File: src/rtl/recip_arbiter.sv
// Round-robin arbiter sharing one combinational reciprocal unit among NREQ requesters.
// Optional RECIP_ARB_STATS_EN macro enables the saturating stat_ops/stat_sats counters.
module recip_arbiter #(
    parameter int NREQ   = 4,
    parameter int WIDTH  = 24,
    parameter int SETTLE = 1,
    parameter int IDW    = 2
) (
    input  logic                  clk,
    input  logic                  rst_n,
    input  logic [NREQ-1:0]       req_valid,
    output logic [NREQ-1:0]       req_ready,
    input  logic [NREQ*WIDTH-1:0] req_data,
    input  logic [NREQ-1:0]       req_abs,
    output logic [WIDTH-1:0]      rcp_data,
    output logic                  rcp_abs,
    input  logic [WIDTH-1:0]      rcp_result,
    input  logic                  rcp_sat,
    output logic                  rsp_valid,
    input  logic                  rsp_ready,
    output logic [IDW-1:0]        rsp_id,
    output logic [WIDTH-1:0]      rsp_data,
    output logic                  rsp_sat,
    output logic [15:0]           stat_ops,
    output logic [15:0]           stat_sats
);

    typedef enum logic [1:0] {IDLE, CALC, RESP} state_t;

    state_t         state, state_nx;
    logic [IDW-1:0] last, grant, id, cand;
    logic [IDW:0]   sum;
    logic           found;
    logic [3:0]     cnt;

    // Search starts just after the last grant, wrapping modulo NREQ.
    always_comb begin
        grant = '0;
        found = 1'b0;
        sum   = '0;
        cand  = '0;
        for (int k = 1; k <= NREQ; k++) begin
            sum = {1'b0, last} + (IDW+1)'(k);
            if (sum >= (IDW+1)'(NREQ))
                sum = sum - (IDW+1)'(NREQ);
            cand = sum[IDW-1:0];
            if (!found && req_valid[cand]) begin
                grant = cand;
                found = 1'b1;
            end
        end
    end

    always_comb begin
        req_ready = '0;
        if (state == IDLE && found)
            req_ready[grant] = 1'b1;
    end

    always_comb begin
        state_nx = state;
        case (state)
            IDLE:    if (found) state_nx = CALC;
            CALC:    if (cnt == 4'd0) state_nx = RESP;
            RESP:    if (rsp_ready) state_nx = IDLE;
            default: state_nx = IDLE;
        endcase
    end

    always_ff @(posedge clk or negedge rst_n) begin
        if (!rst_n) state <= IDLE;
        else        state <= state_nx;
    end

    always_ff @(posedge clk or negedge rst_n) begin
        if (!rst_n) begin
            rcp_data  <= '0;
            rcp_abs   <= 1'b0;
            id        <= '0;
            last      <= IDW'(NREQ-1);
            cnt       <= '0;
            rsp_valid <= 1'b0;
            rsp_id    <= '0;
            rsp_data  <= '0;
            rsp_sat   <= 1'b0;
        end else begin
            case (state)
                IDLE: if (found) begin
                    rcp_data <= req_data[grant*WIDTH +: WIDTH];
                    rcp_abs  <= req_abs[grant];
                    id       <= grant;
                    last     <= grant;
                    cnt      <= 4'(SETTLE-1);
                end
                CALC: if (cnt != 4'd0) begin
                    cnt <= cnt - 4'd1;
                end else begin
                    // Operand has been stable for SETTLE edges; the result is now valid.
                    rsp_data  <= rcp_result;
                    rsp_sat   <= rcp_sat;
                    rsp_id    <= id;
                    rsp_valid <= 1'b1;
                end
                RESP: if (rsp_ready) rsp_valid <= 1'b0;
                default: ;
            endcase
        end
    end

`ifdef RECIP_ARB_STATS_EN
    always_ff @(posedge clk or negedge rst_n) begin
        if (!rst_n) begin
            stat_ops  <= '0;
            stat_sats <= '0;
        end else if (rsp_valid && rsp_ready) begin
            if (stat_ops != 16'hFFFF)
                stat_ops <= stat_ops + 16'd1;
            if (rsp_sat && stat_sats != 16'hFFFF)
                stat_sats <= stat_sats + 16'd1;
        end
    end
`else
    assign stat_ops  = '0;
    assign stat_sats = '0;
`endif

endmodule
File: config.mk
export PLATFORM = sky130hd
export DESIGN_NAME = recip_arbiter
export DESIGN_NICKNAME = d
export VERILOG_FILES = /design/src/rtl/recip_arbiter.sv
export SDC_FILE = /design/constraint.sdc
export NUM_CORES = 1
export LEC_CHECK = 0
export ABC_AREA = 1
export BUFFER_PORTS_ARGS = -buffer_cell sky130_fd_sc_hd__buf_4
export CAP_MARGIN = 20
export CORE_ASPECT_RATIO = 1.25
export CORE_MARGIN = 1.5
export CORE_UTILIZATION = 45
export DETAILED_ROUTE_END_ITERATION = 8
export PLACE_DENSITY = 0.89
export RECOVER_POWER = 100
export SYNTH_ARGS = -nofsm -noshare
export SYNTH_HDL_FRONTEND = slang
export SYNTH_SLANG_ARGS = --single-unit
File: constraint.sdc
create_clock -name clk -period 3 [get_ports clk]
set_clock_uncertainty 0.15 [all_clocks]
set_input_delay 0.6 -clock clk [delete_from_list [all_inputs] [get_ports clk]]
set_output_delay 0.6 -clock clk [all_outputs]
set_load 0.01 [all_outputs]
==> flow_summary.yaml <==
clocking:
  cts_htree_levels: 3
  clock_latency_ps: 340
  cts_buffers: 9
  cts_tree: "built"
  path_clk_slew_ps: 70
  clockBufferDepth: 2
  clock-sinks: 63
  cts_root_buf: "clkbuf_8"
critical_path:
  crit_type: "reg2out"
  cp.arrival_ps: 2250
  cpLargestDelayFamily: "simple AND/OR/NAND/NOR gates"
  critical_path_required_ps: 2250
  cp_max_fo: 6
  cp_slowest_stage_delay_ps: 610
  crit_buf_inv: 4
  path_cells: "clkinv_4, nand2_4, nand2_4, nand2_4, nand2_4, nor2_4, nand3_2, nand3_4, inv_8, nor2_4, inv_2, nor2_2, buf_4"
  cp_common_cell: "nand2_4"
  startpoint_type: "register"
  cp-end-kind: "output port"
  cpMaxStageDelayCell: "dfstp_2"
global_route:
  gr-total-overflow: 0
  grt_first_pass_wirelength_um: 17100
  grt_pass1_vias: 3849
  grtUsageTotal_pct: 22.9
  antenna_found_initial: 0
  grt_max_degree: 64
finish:
  diodes: 0
  layout_common_cells: "152 x nand2_1, 152 x buf_4, 76 x nand3_1"
  syn2layout_area_growth_pct: 38.4
  layoutNonFillerInstCount: 843
  nets: 852
  finish.utilization_pct: 64.6
  fillers: 795
  design_area_um2: 5620
  drive_above_1_share_pct: 35.5
die:
  ios: 221
  die_h_um: 109
  num_rows: 38
  die_area_um2: 9600
  initial_core_util_pct: 46.6
  core_um2: 8700
  die_w_um: 87.9
timing:
  post-route-min-period_ps: 3000
  hold_violations: 0
  hold_ws_ps: 300
  setup_violations: 1
  tightest_slew_ps: 1570
  fin_crit_sh_pct: 100
  drv_slew: 96
  worst_slack_ps: -4.52
  slew_headroom_pct: -4.65
  fmax_mhz: 333
  rsz0062_at_grt: "yes"
placed_design:
  dpl.hpwl_um: 8400
  gp_congestion: 0.861
  place_inst: 811
  place_area_um2: 5400
  io_buffers: 188
synthesis:
  synth.ff_latch_count: 63
  avgSynthCellArea_um2: 7.79
  netlist_area_um2: 4060
  synthDistinctLibCells: 30
  syn_inst: 521
  yosysWarningCount: 0
  seq_area_frac_synth_pct: 38.9
worst_hold_path:
  hold_path_class: "in2reg"
detailed_routing:
  wirelength_um: 11700
  vias: 4055
  ant_nets: 0
  viasPerCell: 4.81
  drt_first_pass_iters: 4
  routedWlPerCell_um: 13.8
  first_iter_violations: 185
  drc: 0
power:
  powerDensity_nw_per_um2: 1250
  vdd_drop_max_v: 0.000810
  leakage_nw: 3.05
  total_power_mw: 7.05
outcome:
  status: "finished, violations left"
  violations: "max-capacitance violations, max-slew violations, negative setup slack"
flow_run:
  maxCapViolCount: 2
[power breakdown]
| part | internal, mW | switching (mW) | total [mW] |
|---|---|---|---|
| Sequential | 1.31 | 0.249 | 1.56 |
| Combinational | 1.82 | 2.94 | 4.76 |
| Clock | 0.381 | 0.349 | 0.730 |
[layout make-up]
cell class / count / area, um^2 / share of cell area [%]
clock buffers: 10 / 128 / 2.27
clock inverters: 6 / 61.3 / 1.09
inverters: 68 / 283 / 5.03
multi-input cells: 365 / 2020 / 36.0
flip-flops and latches: 63 / 1580 / 28.1
well taps: 120 / 150 / 2.67
repair buffers: 211 / 1400 / 24.9
[synthesized netlist by cell type]
master | n | area (um^2)
a31oi_1 | 1 | 6.26
buf_1 | 2 | 7.51
buf_2 | 11 | 55.1
buf_4 | 35 | 263
buf_6 | 4 | 45.0
buf_8 | 2 | 30.0
clkbuf_1 | 3 | 11.3
conb_1 | 1 | 3.75
dfrtp_1 | 61 | 1530
dfstp_2 | 2 | 52.6
ha_1 | 2 | 25.0
inv_1 | 62 | 233
inv_2 | 5 | 18.8
inv_4 | 1 | 6.26
mux2_2 | 25 | 282
nand2_1 | 161 | 604
nand2_2 | 18 | 113
nand2_4 | 1 | 11.3
nand3_1 | 79 | 395
nand3_2 | 1 | 10.0
nand3_4 | 2 | 35.0
nor2_1 | 11 | 41.3
nor2_4 | 3 | 33.8
nor4_1 | 1 | 6.26
o211ai_1 | 4 | 30.0
o211ai_2 | 12 | 150
o21ai_0 | 8 | 40.0
o22ai_1 | 1 | 6.26
xnor2_1 | 1 | 8.76
xor2_1 | 1 | 8.76
[cells by family (layout without fill, tap and decap cells)]
group	count (synthesis)	after routing	share of synthesized area, %
flip-flops	63	63	38.9
buffers and inverters	125	295	16.5
XOR/XNOR	2	2	0.432
AO/OA/AOI/OAI	26	26	5.73
AND/OR/NAND/NOR	277	278	30.8
other	1	32	0.0924
multiplexers	25	25	6.94
adder cells (fa/ha/maj)	2	2	0.616
[sequential cells by signal, indices dropped and copies added (netlist names)]
signal     count
rsp_id         2
cnt            4
rsp_data      24
rcp_data      24
rcp_abs        1
last           2
state          2
rsp_valid      1
id             2
rsp_sat        1
[final timing paths]
path / start / end / slack (ps) / cells past startpoint
setup / recovery: last[0] / req_ready[3] / -5 / 13
hold / removal: rsp_ready / state[1] / 300 / 2
setup reg to reg: last[0] / rcp_data[0] / 330 / 12
hold reg to reg: rcp_data[9] / rcp_data[9] / 340 / 2
max in group asynchronous: rst_n / rcp_data[13] / 1260 / 1
min in group asynchronous: rst_n / rsp_data[0] / 490 / 1
[per-stage QoR]
stage	TNS (ps)	worst slack [ps]
floorplan	0	405
global placement	0	379
detailed placement	0	295
CTS	0	21.4
global route	-319	-103
finish	-4.52	-4.52
[layer usage]
layer / vias up / track usage (%) / share of wire, %
li1: 1980 / - / -
met3: 27 / 4.77 / 6.6
met5: - / 0 / 0
met2: 188 / 44.6 / 55
met1: 1860 / 23.0 / 36
met4: 0 / 9.52 / 2.4
[timing repair]
action | in CTS | in global routing
gates resized for setup | 5 | 31
buffers inserted | 2 | 13
gates cloned | 1 | 0
pin swaps | 1 | 11
hold buffers | 0 | 0
setup endpoints to repair | 4 | 4
(Power assumes the default switching activity.)
